`src/rtl/uart_tx_pkg.sv`:
```
// Shared definitions for the UART transmit path.
// Contents:
//   state_t            frame sequencing states (IDLE, START, DATA, PARITY, STOP)
//   MUX_* constants    line-source select codes for the output bit multiplexer
//   PARITY_* constants parity type encoding of the parity_type input
package uart_tx_pkg;

  typedef enum logic [2:0] {
    IDLE   = 3'd0,
    START  = 3'd1,
    DATA   = 3'd2,
    PARITY = 3'd3,
    STOP   = 3'd4
  } state_t;

  // Output multiplexer sources
  localparam logic [1:0] MUX_START  = 2'd0;  // constant 0 (start bit)
  localparam logic [1:0] MUX_STOP   = 2'd1;  // constant 1 (idle / stop bit)
  localparam logic [1:0] MUX_DATA   = 2'd2;  // serializer register output
  localparam logic [1:0] MUX_PARITY = 2'd3;  // registered parity bit

  // parity_type encoding
  localparam logic PARITY_EVEN = 1'b0;
  localparam logic PARITY_ODD  = 1'b1;

endpackage

```
`src/rtl/uart_tx_parity_calculator.sv`:
```
// Registered parity of the frame word, captured on the accept edge so it
// stays constant for the whole frame regardless of later input changes.
// Ports:
//   clk          baud-rate clock
//   reset        synchronous active-high reset, clears parity_bit
//   load         accept strobe from the frame controller
//   data         word being accepted
//   parity_type  0 = even, 1 = odd
//   parity_bit   registered parity of the last loaded word
module parity_calculator
  import uart_tx_pkg::*;
#(
  parameter int DATA_WIDTH = 8
) (
  input  logic                  clk,
  input  logic                  reset,
  input  logic                  load,
  input  logic [DATA_WIDTH-1:0] data,
  input  logic                  parity_type,
  output logic                  parity_bit
);

  logic xor_all;

  assign xor_all = ^data;

  always_ff @(posedge clk) begin
    if (reset) begin
      parity_bit <= 1'b0;
    end else if (load) begin
      // Even parity makes the total count of ones even, so the bit equals
      // the XOR reduction; odd parity is its complement.
      case (parity_type)
        PARITY_EVEN: parity_bit <= xor_all;
        PARITY_ODD:  parity_bit <= ~xor_all;
        default:     parity_bit <= xor_all;
      endcase
    end
  end

endmodule

```
`src/rtl/uart_tx_controller.sv`:
```
// Frame-sequencing controller for the UART transmitter. One clk cycle is one
// bit period. Latches a word on accept, then walks START -> DATA x DATA_WIDTH
// -> [PARITY] -> STOP, driving the serializer enable/index and the line mux.
// Ports:
//   clk               baud-rate clock
//   reset             synchronous active-high reset (highest priority)
//   data_in           word to transmit, sampled on accept
//   data_valid        send request; honoured only in IDLE or STOP
//   parity_enable     append a parity bit, sampled on accept
//   parity_type       0 = even, 1 = odd, sampled on accept
//   parallel_data     latched frame word for the serializer
//   serial_enable     serializer load enable (combinational decode)
//   serial_data_index bit index the serializer loads (combinational decode)
//   mux_select        line source select (combinational decode)
//   parity_bit        registered parity of the latched word
//   busy              high from the cycle after accept through the last stop
module uart_tx_controller
  import uart_tx_pkg::*;
#(
  parameter int DATA_WIDTH = 8
) (
  input  logic                          clk,
  input  logic                          reset,
  input  logic [DATA_WIDTH-1:0]         data_in,
  input  logic                          data_valid,
  input  logic                          parity_enable,
  input  logic                          parity_type,
  output logic [DATA_WIDTH-1:0]         parallel_data,
  output logic                          serial_enable,
  output logic [$clog2(DATA_WIDTH)-1:0] serial_data_index,
  output logic [1:0]                    mux_select,
  output logic                          parity_bit,
  output logic                          busy
);

  localparam int IDX_W = $clog2(DATA_WIDTH);
  // The counter never goes past the last data bit, so IDX_W bits suffice.
  localparam logic [IDX_W-1:0] LAST_BIT = IDX_W'(DATA_WIDTH - 1);

  state_t           state;
  logic [IDX_W-1:0] bit_cnt;
  logic             parity_en_lat;
  logic             accept;

  // A new word is taken from IDLE, or from STOP so frames can run
  // back-to-back without an idle bit in between.
  assign accept = data_valid && ((state == IDLE) || (state == STOP));

  parity_calculator #(
    .DATA_WIDTH (DATA_WIDTH)
  ) u_parity (
    .clk         (clk),
    .reset       (reset),
    .load        (accept),
    .data        (data_in),
    .parity_type (parity_type),
    .parity_bit  (parity_bit)
  );

  always_ff @(posedge clk) begin
    if (reset) begin
      state         <= IDLE;
      bit_cnt       <= '0;
      parallel_data <= '0;
      parity_en_lat <= 1'b0;
      busy          <= 1'b0;
    end else begin
      case (state)
        IDLE: begin
          if (accept) begin
            parallel_data <= data_in;
            parity_en_lat <= parity_enable;
            busy          <= 1'b1;
            state         <= START;
          end
        end

        START: begin
          bit_cnt <= '0;
          state   <= DATA;
        end

        DATA: begin
          if (bit_cnt == LAST_BIT) begin
            bit_cnt <= '0;
            state   <= parity_en_lat ? PARITY : STOP;
          end else begin
            bit_cnt <= bit_cnt + IDX_W'(1);
          end
        end

        PARITY: begin
          state <= STOP;
        end

        STOP: begin
          if (accept) begin
            parallel_data <= data_in;
            parity_en_lat <= parity_enable;
            busy          <= 1'b1;
            state         <= START;
          end else begin
            busy  <= 1'b0;
            state <= IDLE;
          end
        end

        default: begin
          bit_cnt <= '0;
          busy    <= 1'b0;
          state   <= IDLE;
        end
      endcase
    end
  end

  // The serializer registers its input, so each cycle requests the bit that
  // must be on the line in the following cycle: START pre-loads bit 0 and
  // DATA cycle i loads bit i+1. The last data cycle has nothing left to load.
  always_comb begin
    mux_select        = MUX_STOP;
    serial_enable     = 1'b0;
    serial_data_index = '0;
    case (state)
      START: begin
        mux_select        = MUX_START;
        serial_enable     = 1'b1;
        serial_data_index = '0;
      end
      DATA: begin
        mux_select = MUX_DATA;
        if (bit_cnt != LAST_BIT) begin
          serial_enable     = 1'b1;
          serial_data_index = bit_cnt + IDX_W'(1);
        end
      end
      PARITY: begin
        mux_select = MUX_PARITY;
      end
      default: begin
        mux_select = MUX_STOP;
      end
    endcase
  end

endmodule

```
`config.mk`:
```
export PLATFORM = sky130hd
export DESIGN_NAME = uart_tx_controller
export DESIGN_NICKNAME = d
export VERILOG_FILES = /design/src/rtl/uart_tx_pkg.sv /design/src/rtl/uart_tx_parity_calculator.sv /design/src/rtl/uart_tx_controller.sv
export SDC_FILE = /design/constraint.sdc
export NUM_CORES = 1
export LEC_CHECK = 0
export CAP_MARGIN = 20
export CELL_PAD_IN_SITES_DETAIL_PLACEMENT = 2
export CELL_PAD_IN_SITES_GLOBAL_PLACEMENT = 2
export CORE_ASPECT_RATIO = 0.75
export CORE_MARGIN = 10
export CORE_UTILIZATION = 26
export DETAILED_ROUTE_END_ITERATION = 8
export GPL_TIMING_DRIVEN = 0
export PLACE_DENSITY = 0.82
export SYNTH_ARGS = -nofsm -noshare
export SYNTH_HDL_FRONTEND = slang
export SYNTH_SLANG_ARGS = --single-unit
```
`constraint.sdc`:
```
create_clock -name clk -period 2.2 [get_ports clk]
set_input_delay 0.44 -clock clk [delete_from_list [all_inputs] [get_ports clk]]
set_output_delay 0.44 -clock clk [all_outputs]
set_load 0.05 [all_outputs]
```
; ---- Yosys cells after proc, flatten, opt, wreduce, memory -nomap -nowiden
; Cells that the tools add are included.
[word_totals]
register_bits = 17
out_inout_bits = 16
elab_cells = 44
input_bits = 13
[classes]
muxes = 16
n_addsub = 1
eq_ne = 8
n_reduce_logical = 10
n_bitwise = 3
[op_table]
columns = operator, count
row1 = 3-bit two-way mux, 6
row2 = 3-bit case mux with 5 select lines, 1
row3 = 8-bit parity, 1
row4 = "3-bit by 2-bit equality test with 1-bit output, second input constant", 2
row5 = "3-bit equality test, second input constant", 2
row6 = 2-bit case mux with 3 select lines, 1
row7 = 3-bit case mux with 2 select lines, 1
row8 = 2-bit AND reduction, 3
row9 = 3-bit OR reduction, 2
row10 = 1-bit two-way mux, 4
row11 = "2-bit != test, second input constant", 2
row12 = 1-bit case mux with 2 select lines, 2
row13 = "3-bit by 1-bit adder with 3-bit output, second input constant", 1
row14 = "3-bit by 1-bit equality test with 1-bit output, second input constant", 1
row15 = 3-bit logical NOT, 1
row16 = "3-bit != test, second input constant", 1
row17 = 1-bit NOT, 3
row18 = 1-bit case mux with 3 select lines, 1
row19 = 2-bit OR reduction, 1
row20 = 1-bit logical AND, 1
row21 = 1-bit logical OR, 1

; ---- Logic depth before layout (Yosys ltp)
[logic_depth]
ltp_word = 5
ltp_mapped = 6
ltp_nobuf = 6

; ---- Cells and area by module
; A second synthesis with hierarchy kept.
[hier_totals]
hier_cells = 93
hier_area_um2 = 865.8
[by_module_without_submodules]
columns = module, cells_each, area_each_um2, instances
row1 = uart_tx_controller, 81, 747.0, 1
row2 = parity_calculator, 12, 118.9, 1

; ---- Worst setup path before layout
; OpenSTA, ideal clock, no wires.
[synth_path]
path_type = register -> output
start = reg bit_cnt[0]
end = out serial_data_index[0]
arrival_time_ns = 1.620
setup_slack_ns = 0.140
required_time_ns = 1.760
path_stages_with_launch = 5
path_cell_list = dfxtp_1 ha_1 ha_1 nor3_1 nor2b_1
[synth_via]
elab_chain_cells = 3
elab_cells_between_ends = 4
cone_classes = 1 x add/sub / 1 x eq/ne / 2 x mux
[synth_lines]
columns = item, line_no
row1 = from (decl), uart_tx_controller.sv:41  ; logic [IDX_W-1:0] bit_cnt;
row2 = from (signal assigned), uart_tx_controller.sv:88  ; bit_cnt <= bit_cnt + IDX_W'(1);
row3 = 3-bit by 1-bit adder with 3-bit output / 3-bit != test (equally long branches), "uart_tx_controller.sv:134, uart_tx_controller.sv:132"
row4 = 3-bit two-way mux *, uart_tx_controller.sv:132  ; if (bit_cnt != LAST_BIT) begin
row5 = 3-bit two-way mux *, uart_tx_controller.sv:124  ; case (state)
row6 = to (decl), uart_tx_controller.sv:30  ; output logic [$clog2(DATA_WIDTH)-1:0] serial_data_index,
; Mark *: on every way between the ends. The rest lies on a longest branch, timed or not.

; ---- Worst setup path after layout
[layout_path]
start = reg bit_cnt[0]
end = out serial_data_index[2]
; Same word-level chain as after synthesis.

==> results.sh <==
export IMPL_detail_route_drc_violations=0
export IMPL_final_period_utilization_pct=94.5
export IMPL_hold_start="parallel_data[0]"
export IMPL_timing_final_setup_violations=0
export IMPL_clock_sinks=17
export IMPL_routedWlPerCell_um=14.8
export IMPL_synth_seq_area_share_pct=41.0
export IMPL_reg2reg_slack_ps=840
export IMPL_initial_drc_count=13
export IMPL_fraction_of_layout_instances_using_a_drive_strength_above_1_pct=9.70
export IMPL_criticalPathCategory="reg2out"
export IMPL_vias=812
export IMPL_cts_clk_slew_worst_paths_ps=60
export IMPL_layout_cells_most_common_list="nand2_1, clkdlybuf4s50_1, a21oi_1, dfxtp_1, nor2_1"
export IMPL_fin_hold_ws_ps=458
export IMPL_drtPass1Iterations=3
export IMPL_clock_skew_final_ps=3.20
export IMPL_power_density_nw_per_um2=869
export IMPL_syn_nets=118
export IMPL_startpoint_type="flip-flop"
export IMPL_critical_register_to_register_path_startpoint="bit_cnt[0]"
export IMPL_dp_worst_setup_slack_ps=-192
export IMPL_worstPathRequired_ps=1760
export IMPL_die_width_um=85.3
export IMPL_whs_path_depth=2
export IMPL_result_of_the_run="completed"
export IMPL_pin_count=29
export IMPL_critical_path_reg2reg_endpoint="bit_cnt[0]"
export IMPL_yosysTopAreaCell="dfxtp_1"
export IMPL_total_leakage_power_uw=0.000470
export IMPL_detailedPlacementHpwl_um=2040
export IMPL_worst_hold_path_endpoint="parallel_data[0]"
export IMPL_overflow=0
export IMPL_maximum_frequency_from_static_timing_analysis_ghz=0.481
export IMPL_via_per_inst=4.72
export IMPL_drtAntennaViolNets=0
export IMPL_netlist_area_leader_share_pct=41.0
export IMPL_cts_root_buf="clkbuf_8"
export IMPL_postRouteWirelength_um=2550
export IMPL_synthTopCellsByArea="dfxtp_1, a21oi_1, nand2_1, nand2b_1, nor2_1"
export IMPL_area_growth_pct=43.1
export IMPL_reg2reg_depth=6
export IMPL_antenna_cells=0
export IMPL_timing_critical_path_arrival_ps=1640
export IMPL_number_of_pins_exceeding_their_max_slew_limit_in_the_final_report=0
export IMPL_floorplan_die_height_um=69.0
export IMPL_n_fill_cell=352
export IMPL_rsz0062_at_grt="false"
export IMPL_worstSetupEndpointType="output pin"
export IMPL_holdBufCountCts=0
export IMPL_post_route_worst_setup_slack_ps=121
export IMPL_vias_in_the_first_global_route=939
export IMPL_vdd_drop_max_mv=0.463
export IMPL_die_area_sq_um=5880
export IMPL_rows=17
export IMPL_antenna_found_initial=0
export IMPL_core_sq_um=3000
export IMPL_starting_density_pct=27.7
export IMPL_max_clock_path_buffers=2
export IMPL_max_cap_violations=0
export IMPL_clkLatencyLatePin_ps=250
export IMPL_critPathMaxFanout=4
export IMPL_grt_first_pass_wirelength_um=4370
export IMPL_clock_tree_htree_level_count=1
export IMPL_synth_ff_latch_count=17
export IMPL_slew_headroom_pct=65.6
export IMPL_cts_made_buffers=3
export IMPL_grt_start_max_net_pins=11
export IMPL_holdCritPathClass="reg2reg"
export IMPL_port_buffers=27
export IMPL_non_filler_instance_count_after_layout=172
export IMPL_placed_insts=168
export IMPL_synth_avg_cell_area_sq_um=8.07
export IMPL_nNetsFinal=150
export IMPL_synth_yosys_warnings=0
export IMPL_timing_hold_violations_final=0
export IMPL_mappedNetlistArea_sq_um=831
export IMPL_grt_util_all_layers_pct=9.15
export IMPL_cts_tree="yes"
export IMPL_min_period_ps=2080
export IMPL_place_congestion=0.760
export IMPL_synth_cell_type_count=26
export IMPL_synth_cells=103
export IMPL_worstMarginPinSlew_ps=514
==> logic make-up after synthesis <==
family / Yosys count / synth area share, %
XOR/XNOR: 6 / 7.98
AO/OA/AOI/OAI: 23 / 15.8
AND/OR/NAND/NOR: 47 / 26.7
flip-flops: 17 / 41.0
multiplexers: 1 / 1.20
adder cells (fa/ha/maj): 2 / 3.01
buffers and inverters: 7 / 4.37
==> routing by layer <==
metal	wire, um	GRT usage, %	up-vias
met5	0	0	-
met4	29	3.07	0
met3	198	4.33	4
met2	1270	16.3	17
met1	1050	9.47	388
li1	-	-	403
==> power by group <==
part           total (uW)  leakage [uW]  internal (uW)  switching, uW
sequential            371      0.000139            343           28.3
clock                 233     0.0000228            129            104
combinational         429      0.000308            155            274
==> worst max path at each step <==
stage | from | end | slack, ps | cells after the start
after floorplan | bit_cnt[0] | serial_data_index[0] | 140 | 4
after global placement | bit_cnt[0] | serial_data_index[0] | -170 | 5
after detailed placement | bit_cnt[0] | serial_data_index[0] | -190 | 5
after CTS | bit_cnt[0] | serial_enable | 10 | 6
after global routing | bit_cnt[0] | serial_data_index[0] | 4 | 5
final | bit_cnt[0] | serial_data_index[2] | 120 | 5
==> state kept, by name, summed over array words and instances, names as in the netlist <==
register             cells
bit_cnt                  3
busy                     1
state                    3
u_parity.parity_bit      1
parallel_data            8
parity_en_lat            1
==> layout make-up <==
| cell class | count | area [sq um] | area share (%) |
|---|---|---|---|
| plain buffers | 5 | 28.8 | 2.42 |
| clock buffers | 4 | 45.0 | 3.79 |
| inverters | 2 | 7.51 | 0.632 |
| multi-input cells | 79 | 459 | 38.6 |
| flip-flops and latches | 17 | 340 | 28.6 |
| well taps | 38 | 47.5 | 4.00 |
| repair buffers | 27 | 260 | 21.9 |
==> critical path: stages (launching register included) <==
cell,delay (ps)
dfxtp_1,350
ha_1,220
ha_1,270
nand2b_1,70
nor2_1,100
clkdlybuf4s15_2,380
==> synth_stat cells <==
library cell and count:
nand2_1 21, a21oi_1 18, dfxtp_1 17, nor2_1 10, nand2b_1 6, xnor2_1 3, buf_2 2, clkbuf_1 2
ha_1 2, inv_1 2, nand3b_1 2, nor2b_1 2, nor3_1 2, xor2_1 2, a21boi_1 1, a2bb2oi_1 1
and2_1 1, and3_1 1, buf_6 1, mux2i_1 1, nor2_2 1, o211ai_2 1, o21ai_0 1, o21bai_1 1
or3b_4 1, xnor3_1 1
==> through the flow <==
| step | area (sq um) | total power, uW | TNS, ps | util, % |
|---|---|---|---|---|
| global placement | 1150 | 812 | -252 | 38.3 |
| global route | 1190 | 1100 | 0 | 39.6 |
| finish | 1190 | 1030 | 0 | 39.6 |
| floorplan | 831 | 673 | 0 | - |
| CTS | 1190 | 1050 | 0 | 39.6 |
| detailed placement | 1150 | 825 | -362 | 38.3 |
==> timing repair <==
item / 4_1_cts / 5_1_grt
cloned: 0 / 0
resized for setup: 14 / 4
endpoints found under the setup margin: 6 / 2
buffers inserted: 0 / 0
(Power assumes the default switching activity.)
==> variant: new RTL, same settings <==
`DATA_WIDTH` is set to 8 in 2 places; all go to 32.
--- a/src/rtl/uart_tx_parity_calculator.sv
+++ b/src/rtl/uart_tx_parity_calculator.sv
@@ -10,7 +10,7 @@
 module parity_calculator
   import uart_tx_pkg::*;
 #(
-  parameter int DATA_WIDTH = 8
+  parameter int DATA_WIDTH = 32
 ) (
   input  logic                  clk,
   input  logic                  reset,
--- a/src/rtl/uart_tx_controller.sv
+++ b/src/rtl/uart_tx_controller.sv
@@ -17,7 +17,7 @@
 module uart_tx_controller
   import uart_tx_pkg::*;
 #(
-  parameter int DATA_WIDTH = 8
+  parameter int DATA_WIDTH = 32
 ) (
   input  logic                          clk,
   input  logic                          reset,
Ports: changed (resized data_in, parallel_data and serial_data_index); port bits go from 29 to 79. The function was not compared with the original's and may differ.
==> variant against the unedited design <==
- clock skew increased by 0.0011 ns
- sequential share of layout area decreased by 0.33 points
- the run now ends with negative setup slack left
- clock power up 150%
- design area rose to 2.6 times the old value
- total power rose to 2.9 times the old value
- worst setup slack worse by 0.19 ns
- largest power group unchanged
- synthesized area up 140%
- first-iteration DRC count increased by 140%
- largest cell class unchanged
- sequential cell count is 26 higher
- count of clock-buffer cells in the layout grew 3
- combinational power increased to 3.3 times the old value
- non-clock buffer count up 63
- register-to-register slack lost 0.52 ns
- critical endpoint is now serial_data_index[3]
- routed wire length rose to 2.9 times the old value
==> variant: results <==
[timing]
hold_ws_ns = 0.4590
setup_ws_ns = -0.07169
finalSetupViolCount = 3
skew_ns = 0.004300

[clocking]
path_clk_slew_ns = 0.09
clk_latency_ns = 0.29

[run_status]
violations = "negative setup slack"
status = "finished, violations left"

[placed_design]
dp_slack_ns = -0.7187
dp_hpwl_um = 5763
numPortBuffers = 77
globalplace.congestion = 0.7229

[power_and_ir_drop]
swShare_pct = 43.20
ir_worst_vdd_mv = 0.3451

[worst_setup_path]
crit_family = "simple AND/OR/NAND/NOR gates"
cp_max_fo = 3
cp_data_arrival_time_ns = 1.83
crit_end = "serial_data_index[3]"

[global_routing]
grt_max_degree = 14
grt_pass1_wl_um = 12010
grt_pass1_vias = 2284

[route]
drt_iter0_drc = 31
drtPass1Iterations = 4

[hold_path]
hold_start = "parallel_data[24]$_SDFFE_PP0P_"

[logic_synthesis]
ys_types = 28
netlist_top_cells_area = "dfxtp_1 (44%), nand2_1 (14%), a21oi_1 (11%)"
seq_area_frac_synth_pct = 43.99

[final_layout]
reg_top3 = "parallel_data (32), bit_cnt (5), state (3)"
drive_gt1_share_pct = 11.31
variant: cell families after synthesis:
logic type / count (synthesis) / share of synthesized area (%)
xor gates and xnor gates: 32 / 15.41
DFF: 43 / 43.99
buffers and inverters: 16 / 3.389
AOI/OAI and AO/OA: 51 / 13.62
and+or+nand+nor: 103 / 22.31
adders and majority gates: 2 / 1.279
variant: final cells by class:
class / count / area (um2)
repair buffers: 82 / 804.5
flip-flops and latches: 43 / 865.8
fillers: 849 / 4272
well taps: 101 / 126.4
inverters: 2 / 7.507
plain buffers: 13 / 55.05
clock buffers: 7 / 96.34
clock inverters: 1 / 7.507
multi-input cells: 188 / 1096
variant: worst min-delay path, cell delays in order (launching register included):
cell     delay [ns]
dfxtp_1        0.32
nand2_1        0.05
a21oi_1        0.05
variant: per-stage QoR:
step	area (um2)	power [mW]	TNS [ns]	instances	utilization (%)
global placement	2863	2.364	-2.753	425	39.05
CTS	3069	3.013	-0.1556	437	41.87
floorplan	1966	1.894	-0.8616	247	-
global route	3059	3.163	-0.3769	437	41.73
finish	3059	2.971	-0.1895	437	41.73
detailed placement	2863	2.403	-3.055	425	39.05
variant: routing by layer:
layer,part of all wire [%],up-vias,track usage [%]
met3,5.7,4,4.191
met2,50,42,23.26
met4,0.76,0,2.705
met1,43,966,14.71
li1,-,974,-
met5,0,-,0
variant: repair_timing:
item                                    CTS  global route
buffers inserted                          5             0
endpoints found under the setup margin    8             7
pin swaps                                 5             3
resized for setup                        56             8
variant: power by group through the flow:
stage          sequential [mW]  combinational (mW)  clock, mW
2_1_floorplan             1.29               0.604          0
3_3_place_gp             0.973                1.39          0
3_5_place_dp             0.982                1.42          0
4_1_cts                  0.970                1.45      0.595
5_1_grt                  0.987                1.55      0.628
6_report                 0.970                1.43      0.572
